==> config.mk <==
export PLATFORM = sky130hd
export DESIGN_NAME = serial_adder_ctrl
export DESIGN_NICKNAME = d
export VERILOG_FILES = /design/src/rtl/serial_adder_pkg.sv /design/src/rtl/serial_adder_full_adder.sv /design/src/rtl/serial_adder_ctrl.sv
export SDC_FILE = /design/constraint.sdc
export NUM_CORES = 1
export LEC_CHECK = 0
export CAP_MARGIN = 10
export CORE_MARGIN = 2
export CORE_UTILIZATION = 34
export DETAILED_ROUTE_END_ITERATION = 10
export SLEW_MARGIN = 20
export SYNTH_ARGS = -nofsm -noshare
export SYNTH_HDL_FRONTEND = slang
export SYNTH_SLANG_ARGS = --single-unit
==> constraint.sdc <==
create_clock -name clk -period 2.4 [get_ports clk]
set_clock_uncertainty 0.1 [all_clocks]
set_input_delay 0.24 -clock clk [delete_from_list [all_inputs] [get_ports clk]]
set_output_delay 0.24 -clock clk [all_outputs]
set_load 0.01 [all_outputs]
==> src/rtl/serial_adder_pkg.sv <==
// Shared types for the bit-serial adder controller.
package serial_adder_pkg;

    typedef enum logic [1:0] {
        IDLE = 2'd0,
        RUN  = 2'd1,
        DONE = 2'd2
    } sa_state_t;

endpackage

==> src/rtl/serial_adder_full_adder.sv <==
// Single-bit full adder cell; the only arithmetic in the serial adder.
module full_adder (
    input  logic a,
    input  logic b,
    input  logic cin,
    output logic sum,
    output logic cout
);

    // Sum is the odd-parity of the inputs; carry is their majority.
    always_comb begin
        sum  = a ^ b ^ cin;
        cout = (a & b) | (a & cin) | (b & cin);
    end

endmodule

==> src/rtl/serial_adder_ctrl.sv <==
// Bit-serial adder: one full_adder cell adds two WIDTH-bit operands LSB
// first, one bit per clock, behind a start/busy/done handshake.
//
// state | meaning
// IDLE  | waiting for start
// RUN   | shifting one bit pair per clock through the full adder
// DONE  | one-cycle done pulse; a start here is accepted back-to-back
module serial_adder_ctrl
    import serial_adder_pkg::*;
#(
    parameter int WIDTH = 8
) (
    input  logic             clk,
    input  logic             reset,
    input  logic             start,
    input  logic [WIDTH-1:0] a,
    input  logic [WIDTH-1:0] b,
    input  logic             cin,
    output logic             busy,
    output logic             done,
    output logic [WIDTH-1:0] sum,
    output logic             cout
);

    localparam int CW = (WIDTH > 1) ? $clog2(WIDTH) : 1;
    localparam logic [CW-1:0] CNT_LAST = CW'(WIDTH - 1);

    sa_state_t        state;
    sa_state_t        nxt;
    logic             accept;
    logic             last_bit;

    logic [WIDTH-1:0] a_sh;
    logic [WIDTH-1:0] b_sh;
    // Only the upper WIDTH-1 partial bits need storing: the newest bit
    // arrives from the adder and the oldest drops out on the final edge.
    logic [WIDTH-2:0] p_sh;
    logic             carry;
    logic [CW-1:0]    cnt;

    logic             fa_sum;
    logic             fa_cout;
    logic [WIDTH-1:0] p_next;

    full_adder u_fa (
        .a    (a_sh[0]),
        .b    (b_sh[0]),
        .cin  (carry),
        .sum  (fa_sum),
        .cout (fa_cout)
    );

    assign p_next   = {fa_sum, p_sh};
    assign last_bit = (cnt == CNT_LAST);

    // State register.
    always_ff @(posedge clk) begin
        if (reset) state <= IDLE;
        else       state <= nxt;
    end

    // Next-state decode plus Moore handshake outputs.
    always_comb begin
        nxt    = state;
        busy   = 1'b0;
        done   = 1'b0;
        accept = 1'b0;
        case (state)
            IDLE: begin
                if (start) begin
                    accept = 1'b1;
                    nxt    = RUN;
                end
            end
            RUN: begin
                busy = 1'b1;
                if (last_bit) nxt = DONE;
            end
            DONE: begin
                done = 1'b1;
                if (start) begin
                    accept = 1'b1;
                    nxt    = RUN;
                end else begin
                    nxt = IDLE;
                end
            end
            default: nxt = IDLE;
        endcase
    end

    // Operand load on accept, bit-serial shift during RUN, result capture
    // on the final bit so sum/cout keep the previous result until then.
    always_ff @(posedge clk) begin
        if (reset) begin
            a_sh  <= '0;
            b_sh  <= '0;
            p_sh  <= '0;
            carry <= 1'b0;
            cnt   <= '0;
            sum   <= '0;
            cout  <= 1'b0;
        end else if (accept) begin
            a_sh  <= a;
            b_sh  <= b;
            p_sh  <= '0;
            carry <= cin;
            cnt   <= '0;
        end else if (state == RUN) begin
            a_sh  <= a_sh >> 1;
            b_sh  <= b_sh >> 1;
            p_sh  <= p_next[WIDTH-1:1];
            carry <= fa_cout;
            cnt   <= cnt + 1'b1;
            if (last_bit) begin
                sum  <= p_next;
                cout <= fa_cout;
            end
        end
    end

endmodule

# Word level (Yosys, flattened, before mapping)
# Cells that the tools add are included.
# word_totals
out_inout_bits	11
latchBits	0
mem_bits_rw	0
inputBits	20
rom_bits	0
n_memories	0
register_bits	38
# op_classes
add_sub_neg	1
multipliers	0
muxes	14
eq_ne	5
n_lt_le_gt_ge	0
div	0
n_bitwise	8
reduce_logical	6
shifts	0
# op_table
cell	n
8-bit two-way mux	4
1-bit two-way mux	7
2-bit case mux with 3 select lines	1
2-bit two-way mux	2
2-bit != test (second input constant)	2
2-bit OR reduction	2
3-bit by 1-bit adder with 3-bit output (second input constant)	1
1-bit bitwise AND	3
3-bit == test (second input constant)	1
3-bit AND reduction	1
2-bit by 1-bit == test with 1-bit output (second input constant)	1
2-bit == test (second input constant)	1
2-bit logical NOT	1
1-bit bitwise OR	2
2-bit AND reduction	1
2-bit nonzero test	1
1-bit bitwise XOR	2
1-bit NOT	1

# Longest topological paths before layout
# Gate-level depths: netlist (run 1).
# logic_depth
word_depth	5
ltp_mapped	6

# Hierarchy
# Synthesis (run 1) repeated with hierarchy kept, for this count alone.
# hier_totals
hier_cells	176
area_unflattened_um2	1517.7
# by_module_without_submodules
mod	cells_each	instances	area_each_um2
serial_adder_ctrl	175	1	1497.7
full_adder	1	1	20.0

# Worst setup path before layout (run 1)
# Ideal clock, no wire load.
# synth_timing
path_type	register to register
from	register cnt[0]
to	register state[0]
t_arrival_ps	1068
path_stages_with_launch	6
required_time_ps	2172
period_less_slack_ps	1295
path_buffers	1
setup_ps	128
slack_ps	1105
cell_sequence	dfxtp_1 -> ha_1 -> ha_1 -> clkbuf_1 -> o21a_1 -> nor2_1
# synth_between
elab_chain_len	3
# synth_rtl
item	line_no	source
from (decl)	serial_adder_ctrl.sv:39	logic [CW-1:0] cnt;
from (signal assigned)	serial_adder_ctrl.sv:114	cnt <= cnt + 1'b1;
3-bit == test	serial_adder_ctrl.sv:54	assign last_bit = (cnt == CNT_LAST);
2-bit != test (no line)	n/a	
2-bit AND reduction (no line)	n/a	
to (signal assigned)	serial_adder_ctrl.sv:59	else state <= nxt;
to (decl)	serial_adder_ctrl.sv:28	sa_state_t state;
# No other way between the ends.
# A chain may end at the register's enable or synchronous reset.

# Final worst setup path (run 1)
# layout_timing
from	register state[0]
to	output busy
# layout_between
elab_chain_len	2
# layout_rtl
item	line_no	source
2-bit by 1-bit == test with 1-bit output	serial_adder_ctrl.sv:68	case (state)
1-bit two-way mux	serial_adder_ctrl.sv:68	
to (decl)	serial_adder_ctrl.sv:19	output logic busy,
# No other way between the ends.

==> impl_metrics.tcl, run 1 <==
set metrics [dict create \
    syn_area_per_cell_um2 8.62 \
    required_ns 2.06 \
    cp_data_arrival_time_ns 1.65 \
    worst_r2r_path_depth 3 \
    clock.fmax_mhz 502 \
    register_area_um2 761 \
    rrSetupSlack_ns 0.87 \
    timing.rr.start "state[0]" \
    min_path_type "reg2reg" \
    numClockSinks 38 \
    fin_crit_sh_pct 83.0 \
    finalSetupTns_ns 0 \
    worstMarginPinSlew_ns 0.438 \
    synth_area_leaders "dfxtp_1, nand2_1, a21oi_1" \
    synthToLayoutAreaGrowth_pct 24.6 \
    hp-start "sum[2]" \
    synth_cell_types 25 \
    hold-path-cell-count 2 \
    grt_use_total_pct 13.6 \
    detail-route-antenna-nets 0 \
    yosysWarnings 0 \
    wirelength_um 3130 \
    multiInputGateArea_um2 651 \
    start_kind "flop" \
    die_w_um 70.8 \
    clockBufferDepth 2 \
    cts_tree "built" \
    path_class "reg2out" \
    synth.cell_area_um2 1520 \
    die-area_um2 5010 \
    cts_resized 0 \
    rows 24 \
    outcome "completed" \
    nNetsFinal 226 \
    route.detailed.drc 0 \
    period_needed_ns 1.99 \
    wl_per_cell_um 12.3 \
    grt_max_degree 37 \
    post-route-util_pct 43.8 \
    grt_pass1_vias 1221 \
    synth-seq-cells 38 \
    synth_top_cell_area_share_pct 50.1 \
    vias 1277 \
    synthesis.nets 199 \
    io_buffers 30 \
    die_h_um 70.8 \
    netlist_top_cells_count "dfxtp_1, nand2_1, a21oi_1, nor3_1, nand3_1" \
    vias_per_cell 5.01 \
    p_leak_nw 0.646 \
    fillers 448 \
    cts_root_buf "clkbuf_8" \
    finalMaxSlewViolations 0 \
    ctsHoldBuffers 0 \
    drt_iter0_drc 117 \
    antenna_cells 0 \
    r2r_end "p_sh[0]" \
    clkTransAtPathRegs_ns 0.07 \
    core_um2 4320 \
    max_slew_margin_pct 70.8 \
    synthCells 176 \
    start_util_pct 35.1 \
    crit_path_end_kind "output pin" \
    clock_latency_ns 0.29 \
    dr.pass1.iters 4 \
    yosys.area.top_type "dfxtp_1" \
    setup_violations 0 \
    io_pins 31 \
    htree_levels 2 \
    ys.flop_type "dfxtp_1" \
    drive_above_1_share_pct 5.91 \
    drv_cap 0 \
    cts_made_buffers 5 \
    hold_path_end "sum[2]" \
    p_per_area_nw_per_um2 657 \
    whs_ns 0.353 \
    rsz0062_at_grt "false" \
    grt_antenna_before_repair 0 \
    ys_seq_area_share_pct 50.1 \
    grt-ovfl-total 0 \
    cts_setup_buffers 0 \
    ir_worst_vdd_uv 246 \
    synth-async-reset-ratio_pct 0 \
    worst-path-max-fanout 36 \
    dp_hpwl_um 2010 \
    grt_pass1_wl_um 5470 \
    gp_congestion 0.720 \
    synth_edf_count 0 \
    hold_viol_final 0 \
]
## layout by cell type, fill, tap and decap left out
| cell type | n |
|---|---|
| a21oi_1 | 21 |
| a22oi_1 | 2 |
| a311oi_1 | 4 |
| a311oi_2 | 1 |
| buf_4 | 4 |
| clkbuf_1 | 2 |
| clkbuf_8 | 5 |
| clkdlybuf4s50_1 | 30 |
| dfxtp_1 | 38 |
| fa_1 | 1 |
| ha_1 | 2 |
| inv_6 | 1 |
| mux2i_1 | 1 |
| nand2_1 | 38 |
| nand2b_1 | 2 |
| nand2b_2 | 1 |
| nand3_1 | 12 |
| nand3b_1 | 1 |
| nor2_1 | 8 |
| nor2b_1 | 2 |
| nor3_1 | 17 |
| o21a_1 | 1 |
| o22ai_1 | 8 |
| xnor2_1 | 1 |
## flip-flops by register name, summed over array words and instances (netlist names)
signal  flops
b_sh        8
cnt         3
a_sh        8
carry       1
cout        1
sum         8
state       2
p_sh        7
## cell families after synthesis
group | count (synthesis) | synth area share [%]
simple gates | 81 | 23.7
flops | 38 | 50.1
compound gates | 37 | 15.0
buf+inv | 15 | 7.01
fa+ha+maj | 3 | 2.97
xor+xnor | 1 | 0.577
mux | 1 | 0.660
## metrics by stage
stage / setup slack (ns) / power, mW / cell area, µm² / cells
finish: 0.408 / 1.24 / 1890 / 255
floorplan: 1.10 / 0.804 / 1520 / 176
detailed placement: 0.636 / 0.848 / 1820 / 248
global placement: 0.666 / 0.848 / 1820 / 248
CTS: 0.391 / 1.26 / 1890 / 255
global route: 0.343 / 1.30 / 1890 / 255
## metal layers
| metal | vias to the layer above | track usage, % | wire length [µm] |
|---|---|---|---|
| met3 | 7 | 2.99 | 94 |
| met1 | 584 | 17.5 | 1520 |
| met4 | 0 | 6.92 | 71 |
| met5 | - | 0 | 0 |
| li1 | 663 | - | - |
| met2 | 23 | 21.5 | 1450 |
## power breakdown
part	leakage, nW	internal, mW	switching, mW
sequential	0.310	0.661	0.0171
clock	0.0383	0.200	0.210
combinational	0.298	0.0723	0.0831
total	0.646	0.933	0.310
## worst max-delay path by stage
| stage | from | endpoint | slack (ns) | cells after the start |
|---|---|---|---|---|
| 4_1_cts | state[0] | busy | 0.39 | 3 |
| 5_1_grt | state[0] | busy | 0.34 | 3 |
| 3_3_place_gp | start | cnt[0] | 0.67 | 4 |
| 2_1_floorplan | cnt[0] | state[0] | 1.10 | 5 |
| 6_report | state[0] | busy | 0.41 | 3 |
| 3_5_place_dp | start | p_sh[0] | 0.64 | 4 |
## worst max-delay path, stage by stage, from the launching register on
cell             delay, ns
dfxtp_1               0.38
nand2b_1              0.15
inv_6                 0.24
clkdlybuf4s50_1       0.59
## cell type report
| class | instances | area share (%) |
|---|---|---|
| clock buffer | 7 | 4.03 |
| inverter | 1 | 0.463 |
| multi-input combinational | 123 | 34.4 |
| sequential | 38 | 40.2 |
| tap | 52 | 3.44 |
| timing repair buffer | 34 | 17.5 |
(Power assumes the default switching activity.)
==> run 2: changes to the inputs <==
clock period = 1.9 ns   (was 2.4 ns; I/O delays follow)
==> impl_metrics.tcl, run 2 (same netlist as run 1, synthesis figures left out) <==
set metrics [dict create \
    multiInputGateArea_um2 651 \
    ir_worst_vdd_uv 418 \
    grt_antenna_before_repair 0 \
    top_regs "a_sh: 8 flops, b_sh: 8 flops, sum: 8 flops" \
    cts_setup_buffers 0 \
    finalSetupTns_ns 0 \
    required_ns 1.61 \
    whs_ns 0.354 \
    place_ws_ns 0.358 \
    detail-route-antenna-nets 0 \
    p_switching_mw 0.418 \
    clockBufferDepth 2 \
    start_util_pct 35.1 \
    r2r_end "a_sh[5]" \
    min_path_type "reg2reg" \
    clkTransAtPathRegs_ns 0.07 \
    register_area_um2 761 \
    grt-ovfl-total 0 \
    dp_hpwl_um 2190 \
    dr.pass1.iters 4 \
    cts_made_buffers 5 \
    hold_viol_final 0 \
    wirelength_um 3250 \
    worst_r2r_path_depth 5 \
    p_per_area_nw_per_um2 960 \
    crit_buf_inv 2 \
    p_leak_nw 0.699 \
    rows 24 \
    grt_use_total_pct 13.8 \
    clock.fmax_mhz 557 \
    timing.rr.start "state[0]" \
    crit_path_cell_trace "nand2b_1 > inv_6 > clkdlybuf4s50_1" \
    critPathMaxStageDelay_ns 0.54 \
    cts_root_buf "clkbuf_8" \
    path_class "reg2out" \
    drv_cap 0 \
    core_um2 4320 \
    antenna_cells 0 \
    wl_per_cell_um 12.5 \
    drive_above_1_share_pct 8.70 \
    swShare_pct 21.9 \
    start_kind "flop" \
    fillers 453 \
    grt_max_degree 27 \
    worst-path-max-fanout 12 \
    rrSetupSlack_ns 0.37 \
    gp_congestion 0.732 \
    crit_path_end_kind "output pin" \
    hp-start "sum[0]" \
    die-area_um2 5010 \
    period_needed_ns 1.79 \
    critPathTopFamily "buffers and inverters" \
    drt_iter0_drc 112 \
    finalMaxSlewViolations 0 \
    die_h_um 70.8 \
    synthToLayoutAreaGrowth_pct 31.3 \
    vias 1263 \
    vias_per_cell 4.88 \
    seqPwrFrac_pct 44.8 \
    fin_area_um2 1990 \
    setup_ws_ns 0.106 \
    htree_levels 2 \
    grt_pass1_wl_um 5440 \
    worstMarginPinSlew_ns 0.408 \
    io_buffers 30 \
    die_w_um 70.8 \
    hold-path-cell-count 2 \
    dpl_cell_area_um2 1850 \
    cp_data_arrival_time_ns 1.50 \
    nNetsFinal 229 \
    cts_tree "built" \
    numClockSinks 38 \
    max_slew_margin_pct 72.7 \
    fin_crit_sh_pct 94.4 \
    layout_common_cells "nand2_1, dfxtp_1, clkdlybuf4s50_1, a21oi_1, nor3_1" \
    combinationalPowerShare_pct 10.9 \
    rsz0062_at_grt "false" \
    grt_pass1_vias 1182 \
    p_int_mw 1.50 \
    crit_slowest_cell "clkdlybuf4s50_1" \
    outcome "completed" \
    route.detailed.drc 0 \
    cts_resized 0 \
    hold_path_end "sum[0]" \
    io_pins 31 \
    clock_latency_ns 0.29 \
    power.share.clock_pct 44.3 \
    ctsHoldBuffers 0 \
    setup_violations 0 \
    power_mw 1.91 \
]
==> run 2: cell types whose count changed in the layout (fill, tap and decap cells not counted), sizes merged <==
cell / change
buf: +3
bufinv: +2
clkbuf: -1
==> run 2: stage by stage <==
stage,instances,utilization [%]
5_1_grt,259,46.1
3_3_place_gp,251,42.8
3_5_place_dp,251,42.8
4_1_cts,259,46.1
2_1_floorplan,176,-
6_report,259,46.1
==> run 2: routing by layer <==
layer / track usage, % / share of wire [%]
met1: 17.7 / 48
met2: 21.6 / 46
met3: 4.70 / 4.6
met4: 5.03 / 1.6
met5: 0 / 0
==> run 2: worst max-delay path by stage <==
| stage | startpoint | endpoint | slack (ns) | cells after the start |
|---|---|---|---|---|
| after floorplan | cnt[0] | state[0] | 0.60 | 5 |
| after global placement | start | cnt[0] | 0.37 | 4 |
| after detailed placement | start | cnt[0] | 0.36 | 4 |
| after CTS | state[0] | busy | 0.10 | 3 |
| after global routing | state[0] | busy | 0.02 | 3 |
| final | state[0] | busy | 0.11 | 3 |
==> run 2: layout make-up <==
class / instances / share of cell area [%]
clock inverter: 2 / 3.01
multi-input combinational: 123 / 32.6
inverter: 1 / 0.439
sequential: 38 / 38.2
timing repair buffer: 37 / 18.3
clock buffer: 6 / 4.14
tap: 52 / 3.26
==> run 2: power by group through the flow <==
| stage | sequential [mW] | combinational (mW) | clock (mW) |
|---|---|---|---|
| CTS | 0.856 | 0.210 | 0.859 |
| finish | 0.856 | 0.209 | 0.848 |
| global placement | 0.875 | 0.208 | 0 |
| detailed placement | 0.875 | 0.209 | 0 |
| floorplan | 0.869 | 0.146 | 0 |
| global route | 0.861 | 0.231 | 0.898 |
==> run 2: worst min-delay path: cells and delay by family, from the launching register on <==
| kind | cells | cell delay (ns) |
|---|---|---|
| flip-flops | 1 | 0.31 |
| AO/OA/AOI/OAI | 1 | 0.05 |
| AND/OR/NAND/NOR | 1 | 0.05 |
==> RTL change: new RTL, flow settings as in run 2 <==
The parameter `WIDTH` goes from 8 to 16.
--- a/src/rtl/serial_adder_ctrl.sv
+++ b/src/rtl/serial_adder_ctrl.sv
@@ -8,7 +8,7 @@
 module serial_adder_ctrl
     import serial_adder_pkg::*;
 #(
-    parameter int WIDTH = 8
+    parameter int WIDTH = 16
 ) (
     input  logic             clk,
     input  logic             reset,
Ports: changed (resized a, b and sum); port bits go from 31 to 55. No check against the original RTL was run, so the function may have changed too.
==> RTL change against run 2 <==
Via count rose by 100%. Die area grew 83%. Total power grew 64%. Setup slack got worse by 0.029 ns. Non-clock buffer count grew 27. Sequential power increased by 86%. Synthesized area up 89%. Final cell count is 99% higher. Sequential cell count is 33 higher. Wire length up 90%. Design area up 86%. Count of clock-buffer cells in the layout increased by 5. First-iteration DRC count rose by 8.0%. Sequential share of layout area grew 0.26 points. Largest cell class unchanged.
==> RTL change: results (changes against run 2) <==
[global_route]
use_met3_pct=6.030  ; +1.3 points
grt_pass1_vias=2284  ; +93%
grt_pass1_wl_um=10320  ; +90%
grtUsageMet1_pct=18.19  ; +0.50 points
antenna_found_initial=0  ; unchanged
grt_max_degree=86  ; +220%
grtUsageTotal_pct=14.37  ; +0.58 points
use_met2_pct=22.49  ; +0.90 points

[placed_design]
port_buffers=54  ; +80%
gp_congestion=0.7679  ; +5.0%
dpl-instance-area_sq_um=3502  ; +89%
hpwlAfterDp_um=3984  ; +82%

[clock_tree]
h-tree-depth=3  ; +1
clockBufferDepth=2  ; unchanged
root_buffer=clkbuf_8
numCtsBuffers=9  ; +4
insertion_delay_ns=0.34  ; +0.05 ns
clkSlewWorstSetupHoldPaths_ns=0.07  ; about the same
cts_resized=0  ; unchanged
post_cts_buffers=0  ; unchanged

[status]
status=finished clean

[logic_synthesis]
syn_nets=399  ; +100%
synth_cell_types=29  ; +16%
synth_adder_area_share_pct=1.133  ; -1.8 points
synthFlopType=dfxtp_1
ys.warnings.count=0  ; unchanged
synth_commonest_cells=81 x nand2_1, 71 x dfxtp_1, 42 x o21ai_0
synth-seq-area-share_pct=49.52  ; -0.60 points
netlist.area_leader.share_pct=49.52  ; -0.60 points
synth_mux_area_share_pct=0.3487  ; -0.31 points
synth_area_leaders=dfxtp_1 50%, nand2_1 11%, o21ai_0 7.3%
async_reset_ff_share_pct=0  ; unchanged
synthXorXnorAreaFrac_pct=0.6103  ; +0.033 points
synth-compound-area-share_pct=21.01  ; +6.0 points

[setup_path]
crit_fanout=5  ; -7

[timing]
slew_headroom_pct=78.24  ; +5.5 points

[detailed_routing]
firstDrtPassIters=4  ; unchanged
drt_wl_total_um=6175  ; +90%
num_vias=2522  ; +100%
drtIter0Drc=121  ; +8.0%

[finish]
top_regs=a_sh: 16 flops, b_sh: 16 flops, sum: 16 flops
diodes=0  ; unchanged
final_nets=444  ; +94%
drive_above_1_share_pct=7.073  ; -1.6 points

[pwr]
ir_drop_mv=0.5176  ; +24%
total_leakage_power_nw=1.224  ; +75%
cell_internal_pwr_mw=2.378  ; +59%

[worst_hold_path]
hold_class=primary input to flop

[RTL change: path summary, 6_finish.rpt]
kind	from	end	slack (ns)	cells after the start
setup / recovery	state[0]	busy	0.08	3
hold / removal	a[15]	a_sh[15]	0.31	3
setup reg to reg	state[0]	p_sh[8]	0.33	6
hold reg to reg	p_sh[0]	p_sh[0]	0.36	2
[RTL change: worst max-delay path, stage by stage (launching register included)]
cell and delay, ns:
dfxtp_1 0.43, nand2b_2 0.12, clkinv_1 0.10, clkdlybuf4s50_1 0.54
[RTL change: power by group through the flow]
stage                     Sequential (mW)  Combinational, mW  Clock (mW)
after floorplan                      1.62              0.224           0
after global placement               1.62              0.349           0
after detailed placement             1.63              0.353           0
after CTS                            1.59              0.355        1.23
after global routing                 1.60              0.395        1.30
final                                1.59              0.352        1.19
[RTL change: cell families after synthesis]
group                      Yosys count
DFF                                 71
xor gates and xnor gates             2
AOI/OAI and AO/OA                  112
and+or+nand+nor                    124
adders and majority gates            2
buffers and inverters               49
muxes                                1
[RTL change: area by class of cell]
cell class	instances	area (sq um)
flip-flops and latches	71	1421
fillers	811	4518
multi-input cells	241	1225
inverters	19	71.32
well taps	105	131.4
repair buffers	64	653.1
clock buffers	11	151.4
clock inverters	4	45.04
[RTL change: routing by layer]
layer | vias up | share of wire, %
met1 | 1124 | 48
li1 | 1311 | -
met3 | 8 | 8.0
met4 | 0 | 0.89
met5 | - | 0
met2 | 79 | 43
[RTL change: per-stage QoR]
| step | power, mW | hold slack, ns | setup slack (ns) | cells |
|---|---|---|---|---|
| CTS | 3.174 | 0.2949 | 0.05350 | 515 |
| finish | 3.137 | 0.3096 | 0.07709 | 515 |
| global route | 3.293 | 0.3160 | 0.002011 | 515 |
| detailed placement | 1.979 | 0.3537 | 0.3337 | 500 |
| global placement | 1.974 | 0.3470 | 0.3644 | 500 |
| floorplan | 1.841 | 0.2260 | 0.3930 | 361 |
